### config.mk
export PLATFORM = sky130hd
export DESIGN_NAME = ps2_rx_frame
export DESIGN_NICKNAME = d
export VERILOG_FILES = /design/src/rtl/ps2_rx_frame.sv
export SDC_FILE = /design/constraint.sdc
export NUM_CORES = 1
export LEC_CHECK = 0
export BUFFER_PORTS_ARGS = -buffer_cell sky130_fd_sc_hd__buf_2
export CAP_MARGIN = 20
export CORE_MARGIN = 2
export CORE_UTILIZATION = 40
export DETAILED_ROUTE_END_ITERATION = 8
export PLACE_DENSITY = 0.67
export RECOVER_POWER = 100
export SLEW_MARGIN = 10
export SYNTH_ARGS = -nofsm -noshare
export SYNTH_HDL_FRONTEND = slang
export SYNTH_SLANG_ARGS = --single-unit
### constraint.sdc
create_clock -name clk -period 1.7 [get_ports clk]
set_input_delay 0.085 -clock clk [delete_from_list [all_inputs] [get_ports clk]]
set_output_delay 0.085 -clock clk [all_outputs]
set_load 0.02 [all_outputs]
### src/rtl/ps2_rx_frame.sv
// PS/2 device-to-host frame receiver: pin synchronisers, ps2_clk glitch filter, framing, parity/stop
// checks and stall timeout. Optional make/break prefix decode is enabled by PS2_BREAK_DECODE_EN.
module ps2_rx_frame #(
    parameter int DATA_BITS      = 8,
    parameter int SYNC_STAGES    = 2,
    parameter int FILTER_LEN     = 8,
    parameter int TIMEOUT_CYCLES = 50000
) (
    input  logic                 clk,
    input  logic                 rst,
    input  logic                 ps2_clk,
    input  logic                 ps2_data,
    output logic [DATA_BITS-1:0] rx_data,
    output logic                 rx_valid,
    output logic                 parity_err,
    output logic                 frame_err,
    output logic                 busy,
    output logic                 key_release,
    output logic                 key_ext
);

    localparam int BCW = $clog2(DATA_BITS + 1);
    localparam int FCW = (FILTER_LEN > 1) ? $clog2(FILTER_LEN) : 1;
    localparam int TCW = (TIMEOUT_CYCLES > 1) ? $clog2(TIMEOUT_CYCLES) : 1;

    localparam logic [FCW-1:0] FILT_LAST = FCW'(FILTER_LEN - 1);
    localparam logic [TCW-1:0] TO_LAST   = TCW'(TIMEOUT_CYCLES - 1);
    localparam logic [BCW-1:0] BIT_LAST  = BCW'(DATA_BITS - 1);

    localparam logic [1:0] S_IDLE   = 2'd0;
    localparam logic [1:0] S_DATA   = 2'd1;
    localparam logic [1:0] S_PARITY = 2'd2;
    localparam logic [1:0] S_STOP   = 2'd3;

    logic [SYNC_STAGES-1:0] clk_sync;
    logic [SYNC_STAGES-1:0] data_sync;
    logic                   clk_s;
    logic                   data_s;

    logic                   filt_clk;
    logic                   filt_prev;
    logic [FCW-1:0]         filt_cnt;
    logic                   fall;

    logic [1:0]             state;
    logic [BCW-1:0]         bit_cnt;
    logic [DATA_BITS-1:0]   shreg;
    logic                   par_bit;
    logic [TCW-1:0]         to_cnt;
    logic                   timeout_hit;
    logic                   par_ok;

    assign clk_s  = clk_sync[SYNC_STAGES-1];
    assign data_s = data_sync[SYNC_STAGES-1];

    // Both pins idle high, so the synchronisers reset to 1 to avoid a fake start edge.
    always_ff @(posedge clk) begin
        if (rst) begin
            clk_sync  <= '1;
            data_sync <= '1;
        end else begin
            clk_sync  <= {clk_sync[SYNC_STAGES-2:0], ps2_clk};
            data_sync <= {data_sync[SYNC_STAGES-2:0], ps2_data};
        end
    end

    // The filtered clock only moves once the synchronised level has disagreed for FILTER_LEN cycles.
    always_ff @(posedge clk) begin
        if (rst) begin
            filt_clk  <= 1'b1;
            filt_prev <= 1'b1;
            filt_cnt  <= '0;
        end else begin
            filt_prev <= filt_clk;
            if (clk_s == filt_clk) begin
                filt_cnt <= '0;
            end else if (filt_cnt == FILT_LAST) begin
                filt_clk <= clk_s;
                filt_cnt <= '0;
            end else begin
                filt_cnt <= filt_cnt + FCW'(1);
            end
        end
    end

    assign fall        = filt_prev & ~filt_clk;
    assign busy        = (state != S_IDLE);
    assign timeout_hit = busy && !fall && (to_cnt == TO_LAST);
    assign par_ok      = ^{shreg, par_bit};

    always_ff @(posedge clk) begin
        if (rst || fall || !busy || timeout_hit) begin
            to_cnt <= '0;
        end else begin
            to_cnt <= to_cnt + TCW'(1);
        end
    end

`ifdef PS2_BREAK_DECODE_EN
    localparam logic [DATA_BITS-1:0] PFX_EXT = DATA_BITS'(8'hE0);
    localparam logic [DATA_BITS-1:0] PFX_BRK = DATA_BITS'(8'hF0);

    logic ext_pend;
    logic brk_pend;
    logic key_ext_q;
    logic key_rel_q;

    assign key_ext     = key_ext_q;
    assign key_release = key_rel_q;
`else
    assign key_ext     = 1'b0;
    assign key_release = 1'b0;
`endif

    // Strobes are registered off the stop-bit fall so they appear one cycle later for one cycle.
    always_ff @(posedge clk) begin
        if (rst) begin
            state      <= S_IDLE;
            bit_cnt    <= '0;
            shreg      <= '0;
            par_bit    <= 1'b0;
            rx_data    <= '0;
            rx_valid   <= 1'b0;
            parity_err <= 1'b0;
            frame_err  <= 1'b0;
`ifdef PS2_BREAK_DECODE_EN
            ext_pend   <= 1'b0;
            brk_pend   <= 1'b0;
            key_ext_q  <= 1'b0;
            key_rel_q  <= 1'b0;
`endif
        end else begin
            rx_valid   <= 1'b0;
            parity_err <= 1'b0;
            frame_err  <= 1'b0;
`ifdef PS2_BREAK_DECODE_EN
            key_ext_q  <= 1'b0;
            key_rel_q  <= 1'b0;
`endif
            if (timeout_hit) begin
                state     <= S_IDLE;
                frame_err <= 1'b1;
`ifdef PS2_BREAK_DECODE_EN
                ext_pend  <= 1'b0;
                brk_pend  <= 1'b0;
`endif
            end else if (fall) begin
                case (state)
                    S_IDLE: begin
                        if (!data_s) begin
                            state   <= S_DATA;
                            bit_cnt <= '0;
                        end
                    end
                    S_DATA: begin
                        shreg   <= {data_s, shreg[DATA_BITS-1:1]};
                        bit_cnt <= bit_cnt + BCW'(1);
                        if (bit_cnt == BIT_LAST) begin
                            state <= S_PARITY;
                        end
                    end
                    S_PARITY: begin
                        par_bit <= data_s;
                        state   <= S_STOP;
                    end
                    default: begin
                        state <= S_IDLE;
                        if (!data_s || !par_ok) begin
                            frame_err  <= ~data_s;
                            parity_err <= data_s;
`ifdef PS2_BREAK_DECODE_EN
                            ext_pend   <= 1'b0;
                            brk_pend   <= 1'b0;
`endif
                        end else begin
`ifdef PS2_BREAK_DECODE_EN
                            if (shreg == PFX_EXT) begin
                                ext_pend <= 1'b1;
                            end else if (shreg == PFX_BRK) begin
                                brk_pend <= 1'b1;
                            end else begin
                                rx_valid  <= 1'b1;
                                rx_data   <= shreg;
                                key_ext_q <= ext_pend;
                                key_rel_q <= brk_pend;
                                ext_pend  <= 1'b0;
                                brk_pend  <= 1'b0;
                            end
`else
                            rx_valid <= 1'b1;
                            rx_data  <= shreg;
`endif
                        end
                    end
                endcase
            end
        end
    end

endmodule

==> flow_summary.ini, run 1 <==
[status]
status = finished, final reports clean

[logic_synthesis]
async_flop_share_pct = 0
ys_types = 40
netlist_instances = 240
synth-edff-count = 0
synth_seq_area_share_pct = 45.11
synth_warnings = 0
syn_area_sq_mm = 0.002263
ys_ff_latch = 51
synth_area_per_cell_sq_um = 9.431
ys.flop_type = dfxtp_1

[clocking]
htreeDepth = 2
insertion_delay_ns = 0.30
cts_root_buffer = clkbuf_8
cts_tree = done
clkTransAtPathRegs_ns = 0.09
cts_buffer_depth = 2
cts-buffers-inserted = 5
cts.sinks = 51

[routing]
drtIter0Drc = 46
dr.pass1.iters = 4
drc = 0
detail_route.wl_per_cell_microns = 11.57
num_vias = 1687
via_per_inst = 4.904
antenna_left = 0
drt_wl_total_microns = 3980

[timing]
rsz0062_at_grt = no
period_minus_slack_ns = 1.595
fin_skew_ns = 0.009143
period_share_pct = 93.84
setup_tns_ns = 0
fmax_mhz = 626.8
hold_viol_final = 0
slew_violations = 0
setup_viol = 0

[cells_and_area]
num-nets-final = 284
instances_no_fill = 344
layout_commonest_cell = dfxtp_1
area_growth_pct = 16.86
mostFrequentLayoutCells = 47 x dfxtp_1, 28 x nor2_1, 26 x nand2_1
n_antenna_cell = 0
layout-drive-gt1-share_pct = 15.81

[power]
p_leak_uw = 0.0009698
switchingPower_uw = 395.0
p_comb_share_pct = 1.9
total_power_uw = 2040
power.density_mw_per_mm2 = 771.3
peakVddDrop_v = 0.0004027
p_seq_share_pct = 59.0
netSwitchingFraction_pct = 19.36
clockPowerShare_pct = 39.1
intPower_uw = 1645

[floorplan]
core_area_sq_mm = 0.005473
num_io_pins = 18
rows = 27
die_w_microns = 79.23
die_y_microns = 79.23
dieArea_sq_mm = 0.006277
start_util_pct = 41.36

[worst_setup_path]
path_cells = xor2_1 > xnor3_2 > mux2i_4 > buf_12 > mux2i_1
crit_arrival_ns = 1.83
cp-end-kind = flop
r2r_end = rx_data[3]
critPathKind = reg2reg
path_delay_family = XOR/XNOR gates
rrSetupSlack_ns = 0.10
worst_path_largest_cell_delay_ns = 0.48
crit_slowest_cell = xnor3_2
crit_start = shreg[0]
reg2reg_depth = 5
worst_setup_path_start_kind = flop
worstReg2RegStart = shreg[0]
crit_buf_inv = 1
cp_max_fo = 8
crit_required_ns = 1.93

[global_route]
grt-ovfl-total = 0
grt_pass1_vias = 1633
antenna_found_initial = 0
grt_max_degree = 22
grt_pass1_wl_microns = 7107
grt_util_all_layers_pct = 14.11

[worst_hold_path]
holdPathStages = 2
hp-class = in2reg
min_from = rst
min_to = frame_err

[placement]
portBuffers = 15
place_inst = 335
gp_congestion = 0.7749
dpl.hpwl_microns = 2808

[flow_run]
drv_cap = 0
## cell type report
class                      instances  area, sq um
clock inverter                     1        30.03
tap                               72        90.09
inverter                          10        37.54
timing repair buffer              33        211.5
multi-input combinational        171         1177
sequential                        51         1026
clock buffer                       6        72.57
fill                             541         2828
## per-layer routing
metal	global-route usage [%]	part of all wire, %	vias to the layer above
li1	-	-	884
met1	18.14	51	777
met2	22.88	44	21
met3	3.523	3.4	5
met4	5.172	1.4	0
met5	0	0	-
## through the flow
step                instance area, sq um  setup slack, ns  util, %  hold WS (ns)
global placement                    2509          0.05811    45.84        0.2679
global route                        2645         0.007942    48.33       0.03136
detailed placement                  2509          0.02989    45.84        0.2728
CTS                                 2631          0.01499    48.08       0.02468
floorplan                           2267          0.09444        -        0.1888
finish                              2645           0.1046    48.33       0.02769
## cell families (layout without fill, tap and decap cells)
| kind of cell | Yosys count | after routing | synth area share, % |
|---|---|---|---|
| xor gates and xnor gates | 19 | 19 | 8.623 |
| and+or+nand+nor | 105 | 105 | 23.55 |
| other | 1 | 2 | 0.1657 |
| buffers and inverters | 19 | 50 | 4.146 |
| adders and majority gates | 8 | 8 | 4.423 |
| DFF | 51 | 51 | 45.11 |
| muxes | 20 | 20 | 9.397 |
| AOI/OAI and AO/OA | 17 | 17 | 4.588 |
## power by group through the flow
stage / clock, uW / combinational (uW) / sequential [uW]
detailed placement: 0 / 36.0 / 1230
global placement: 0 / 35.2 / 1230
finish: 798 / 39.4 / 1200
global route: 870 / 44.3 / 1200
floorplan: 0 / 30.3 / 1230
CTS: 824 / 39.5 / 1200
## Yosys cell counts, types with 3 or more instances
master     n  area, sq um
dfxtp_1   51         1021
mux2i_1   19        190.2
nand4_1    6        37.54
nand3b_1   3        22.52
xnor2_1   12        105.1
nor2b_1    3        18.77
nand3_1    6        30.03
and3_1     3        18.77
clkbuf_1   5        18.77
or3_1      4        25.02
nor2_1    28        105.1
xor2_1     5        43.79
inv_1      8        30.03
nor3_1     5        25.02
and2_1     3        18.77
ha_1       8        100.1
or2_2      5        31.28
a21oi_1    7        35.03
nor4_1     5        31.28
nand2_1   26        97.59
## state kept, by name (all words and copies together), names as in the netlist
signal	cells
to_cnt	16
data_sync	2
rx_data	8
state	2
bit_cnt	4
clk_sync	2
shreg	8
par_bit	1
filt_prev	1
filt_cnt	3
parity_err	1
frame_err	1
filt_clk	1
rx_valid	1
## what timing repair did
action	CTS	global route
setup buffers	0	0
setup endpoints to repair	0	13
hold buffers	2	0
resized for setup	0	10
hold endpoints to repair	2	0
## worst max path at each step
| stage | cells past startpoint | to | slack [ns] |
|---|---|---|---|
| floorplan | 6 | state[1] | 0.09 |
| CTS | 7 | bit_cnt[2] | 0.01 |
| detailed placement | 7 | bit_cnt[2] | 0.03 |
| global placement | 7 | bit_cnt[2] | 0.06 |
| finish | 5 | rx_data[3] | 0.10 |
| global route | 4 | to_cnt[15] | 0.008 |
Power figures use the tool's default switching activity.
==> inputs of run 2 (changes only) <==
Clock period 1.7 ns to 1.6 ns, I/O delays scaled along.
==> flow_summary.ini, run 2 (synthesis gave the netlist of run 1 again) <==
[routing]
dr.pass1.iters = 4
drtIter0Drc = 61
drc = 0
drt_wl_total_microns = 4254
via_per_inst = 4.857
num_vias = 1763
detail_route.wl_per_cell_microns = 11.72
antenna_left = 0

[floorplan]
core_area_sq_mm = 0.005473
dieArea_sq_mm = 0.006277
rows = 27
die_y_microns = 79.23
die_w_microns = 79.23
num_io_pins = 18
start_util_pct = 41.36

[placement]
portBuffers = 15
gp_congestion = 0.7783
dpl.hpwl_microns = 2903

[power]
peakVddDrop_v = 0.0005587
netSwitchingFraction_pct = 19.85
p_comb_share_pct = 2.0
switchingPower_uw = 431.6
power.density_mw_per_mm2 = 753.1
intPower_uw = 1743
p_leak_uw = 0.001076
p_seq_share_pct = 58.5
clockPowerShare_pct = 39.5

[cells_and_area]
layout_commonest_cell = dfxtp_1
largest_register_ffs = 16
num-nets-final = 303
n_antenna_cell = 0
final.fill_count = 516
mostFrequentLayoutCells = 41 x dfxtp_1, 30 x buf_4, 28 x nor2_1
layout-drive-gt1-share_pct = 26.12
top_regs = to_cnt: 16 flops, rx_data: 8 flops, shreg: 8 flops
regMostFlops = to_cnt
regArea_sq_mm = 0.001041
final_util_pct = 52.77
multi_input_area_sq_mm = 0.001249
area_growth_pct = 27.58

[clocking]
cts-buffers-inserted = 5
htreeDepth = 2
clkTransAtPathRegs_ns = 0.09
cts_buffer_depth = 2
cts.sinks = 51
cts_root_buffer = clkbuf_8
cts_tree = done
insertion_delay_ns = 0.30

[status]
violations = negative setup slack
status = complete, but fails checks

[timing]
hold_viol_final = 0
period_share_pct = 101.7
fin_ws_ns = -0.02757
fin_skew_ns = 0.009748
setup_viol = 4
period_minus_slack_ns = 1.628
setup_tns_ns = -0.06885
holdWs_ns = 0.06597
rsz0062_at_grt = yes
fmax_mhz = 614.4
slew_violations = 0

[global_route]
grt_util_all_layers_pct = 14.19
grt_pass1_wl_microns = 7113
grt-ovfl-total = 0
grt_max_degree = 18
antenna_found_initial = 0
grt_pass1_vias = 1598

[flow_run]
drv_cap = 0

[worst_setup_path]
cp-end-kind = flop
worst_setup_path_start_kind = flop
critPathKind = reg2reg
crit_arrival_ns = 1.86
crit_required_ns = 1.83
cp_max_fo = 8

[worst_hold_path]
hp-class = in2reg
run 2: timing repair:
| item | CTS | global route |
|---|---|---|
| gates resized for setup | 3 | 34 |
| endpoints found under the hold margin | 2 | 0 |
| pin swaps | 1 | 4 |
| hold buffers | 2 | 0 |
| gates cloned | 0 | 1 |
| buffers inserted | 0 | 1 |
| endpoints found under the setup margin | 11 | 39 |
run 2: path summary, 6_finish.rpt:
check        cells past startpoint  slack (ns)         start      endpoint
max reg2reg                      5       -0.03      shreg[0]    rx_data[7]
max                              5       -0.03      shreg[0]    rx_data[7]
min reg2reg                      1        0.42  data_sync[0]  data_sync[1]
min                              2        0.07           rst    bit_cnt[3]
run 2: power by group through the flow:
stage	clock network, uW	logic [uW]	registers, uW
after floorplan	0	32.4	1300
after global placement	0	38.7	1310
after detailed placement	0	39.2	1310
after CTS	889	43.4	1280
after global routing	935	47.5	1270
final	859	43.2	1270
run 2: layout make-up:
type                            count  area share [%]
Sequential cell                    51           36.05
Clock buffer                        5           2.383
Inverter                           10           1.300
Multi-Input combinational cell    171           43.24
Timing Repair Buffer               52           12.61
Tap cell                           72           3.120
Clock inverter                      2           1.300
run 2: critical path, cell delays in order (launching register included):
cell,delay (ns)
dfxtp_1,0.36
xor2_1,0.16
xnor3_2,0.49
mux2i_4,0.20
buf_12,0.16
mux2i_1,0.19
run 2: through the flow:
step           instance area [sq um]  power (uW)  setup slack, ns  cells
2_1_floorplan                   2273        1337         0.001231    241
3_3_place_gp                    2643        1346         -0.01772    352
3_5_place_dp                    2643        1347         -0.03940    352
4_1_cts                         2781        2210         -0.04672    361
5_1_grt                         2888        2257          -0.1133    363
6_report                        2888        2175         -0.02757    363
run 2: layer usage:
| layer | share of wire (%) | up-vias | GRT usage [%] |
|---|---|---|---|
| met5 | 0 | - | 0 |
| met4 | 1.2 | 0 | 4.655 |
| li1 | - | 917 | - |
| met1 | 48 | 817 | 18.62 |
| met3 | 3.8 | 6 | 4.091 |
| met2 | 47 | 23 | 22.46 |
==> inputs of run 3 (changes only) <==
Clock period 1.6 ns to 1.97 ns, I/O delays scaled along.
==> flow_summary.ini, run 3 (synthesis gave the netlist of run 1 again) <==
[power]
power.density_mw_per_mm2 = 669.8
p_leak_uw = 0.0009050
peakVddDrop_v = 0.0002757

[clocking]
htreeDepth = 2
postCtsSetupRepairBufs = 0
cts_resized = 0
clkTransAtPathRegs_ns = 0.09
cts.sinks = 51
cts_buffer_depth = 2
ctsHoldBuffers = 2
cts_tree = done
cts_root_buffer = clkbuf_8
cts-buffers-inserted = 5
insertion_delay_ns = 0.30

[timing]
period_minus_slack_ns = 1.792
fin_skew_ns = 0.009294
slew_headroom_pct = 64.98
holdWs_ns = 0.03714
setup_tns_ns = 0
setup_viol = 0
rsz0062_at_grt = no
hold_viol_final = 0
fmax_mhz = 558.0
slew_violations = 0
period_share_pct = 90.96
tightest_slew_ns = 0.5253

[global_route]
grt-ovfl-total = 0
grt_util_all_layers_pct = 13.33
grt_max_degree = 24
grt_pass1_vias = 1567
antenna_found_initial = 0
grt_pass1_wl_microns = 6706

[cells_and_area]
num-nets-final = 274
mostFrequentLayoutCells = 51 x dfxtp_1, 28 x nor2_1, 26 x nand2_1
largest_register_ffs = 16
top_regs = to_cnt: 16 flops, rx_data: 8 flops, shreg: 8 flops
area_growth_pct = 11.06
regMostFlops = to_cnt
n_antenna_cell = 0
layout_commonest_cell = dfxtp_1
layout-drive-gt1-share_pct = 7.985

[floorplan]
start_util_pct = 41.36
rows = 27
die_w_microns = 79.23
die_y_microns = 79.23
core_area_sq_mm = 0.005473
dieArea_sq_mm = 0.006277
num_io_pins = 18

[routing]
dr.pass1.iters = 4
num_vias = 1639
drc = 0
wl_met1_microns = 1909
detail_route.wl_per_cell_microns = 11.31
met3_length_microns = 144
met2_length_microns = 1714
drt_wl_total_microns = 3790
drtIter0Drc = 75
via_per_inst = 4.893
antenna_left = 0
highest_layer = met4

[worst_setup_path]
worst_path_largest_cell_delay_ns = 0.50
critPathKind = reg2reg
crit_buf_inv = 0
crit_required_ns = 2.20
path_cells = xor2_1 > xnor3_1 > mux2i_4 > mux2i_1
path_delay_family = XOR/XNOR gates
worst_setup_path_start_kind = flop
crit_slowest_cell = xnor3_1
cp_max_fo = 8
crit_arrival_ns = 2.02
cp-end-kind = flop

[placement]
dpl.hpwl_microns = 2697
gp_congestion = 0.7411
portBuffers = 15

[flow_run]
drv_cap = 0

[status]
status = finished, final reports clean

[worst_hold_path]
hp-class = in2reg
-- run 3: path summary, 6_finish.rpt --
kind | cells after the start | endpoint | slack, ns | start
max | 4 | rx_data[7] | 0.18 | shreg[7]
min | 3 | filt_clk | 0.04 | rst
max reg2reg | 4 | rx_data[7] | 0.18 | shreg[7]
min reg2reg | 1 | data_sync[1] | 0.42 | data_sync[0]
-- run 3: final cells by class --
class	count	area [sq um]
clock buffers	7	86.33
multi-input cells	171	1151
repair buffers	23	118.9
clock inverters	1	8.758
flip-flops and latches	51	1021
well taps	72	90.09
inverters	10	37.54
fillers	558	2959
-- run 3: stage by stage --
stage                     cell area [sq um]  util [%]  instances  total power (uW)  setup slack [ns]
after floorplan                        2267         -        241              1086            0.3644
after global placement                 2421     44.24        325              1090            0.2556
after detailed placement               2421     44.24        325              1091            0.1647
after CTS                              2536     46.34        335              1710            0.1538
after global routing                   2514     45.93        335              1756           0.03537
final                                  2514     45.93        335              1684            0.1780
-- run 3: worst min-delay path, cell delays in order --
cell      delay [ns]
buf_2           0.10
clkinv_1        0.05
nand2_1         0.04
-- run 3: layer usage --
layer	vias to the layer above	track usage, %
li1	866	-
met1	748	16.42
met2	23	22.63
met3	2	3.636
met4	0	4.138
met5	-	0
-- run 3: power by group --
part	switching (uW)	internal, uW	total [uW]
Sequential	3.39	1030	1040
Clock	327	288	615
Combinational	19.4	11.8	31.2
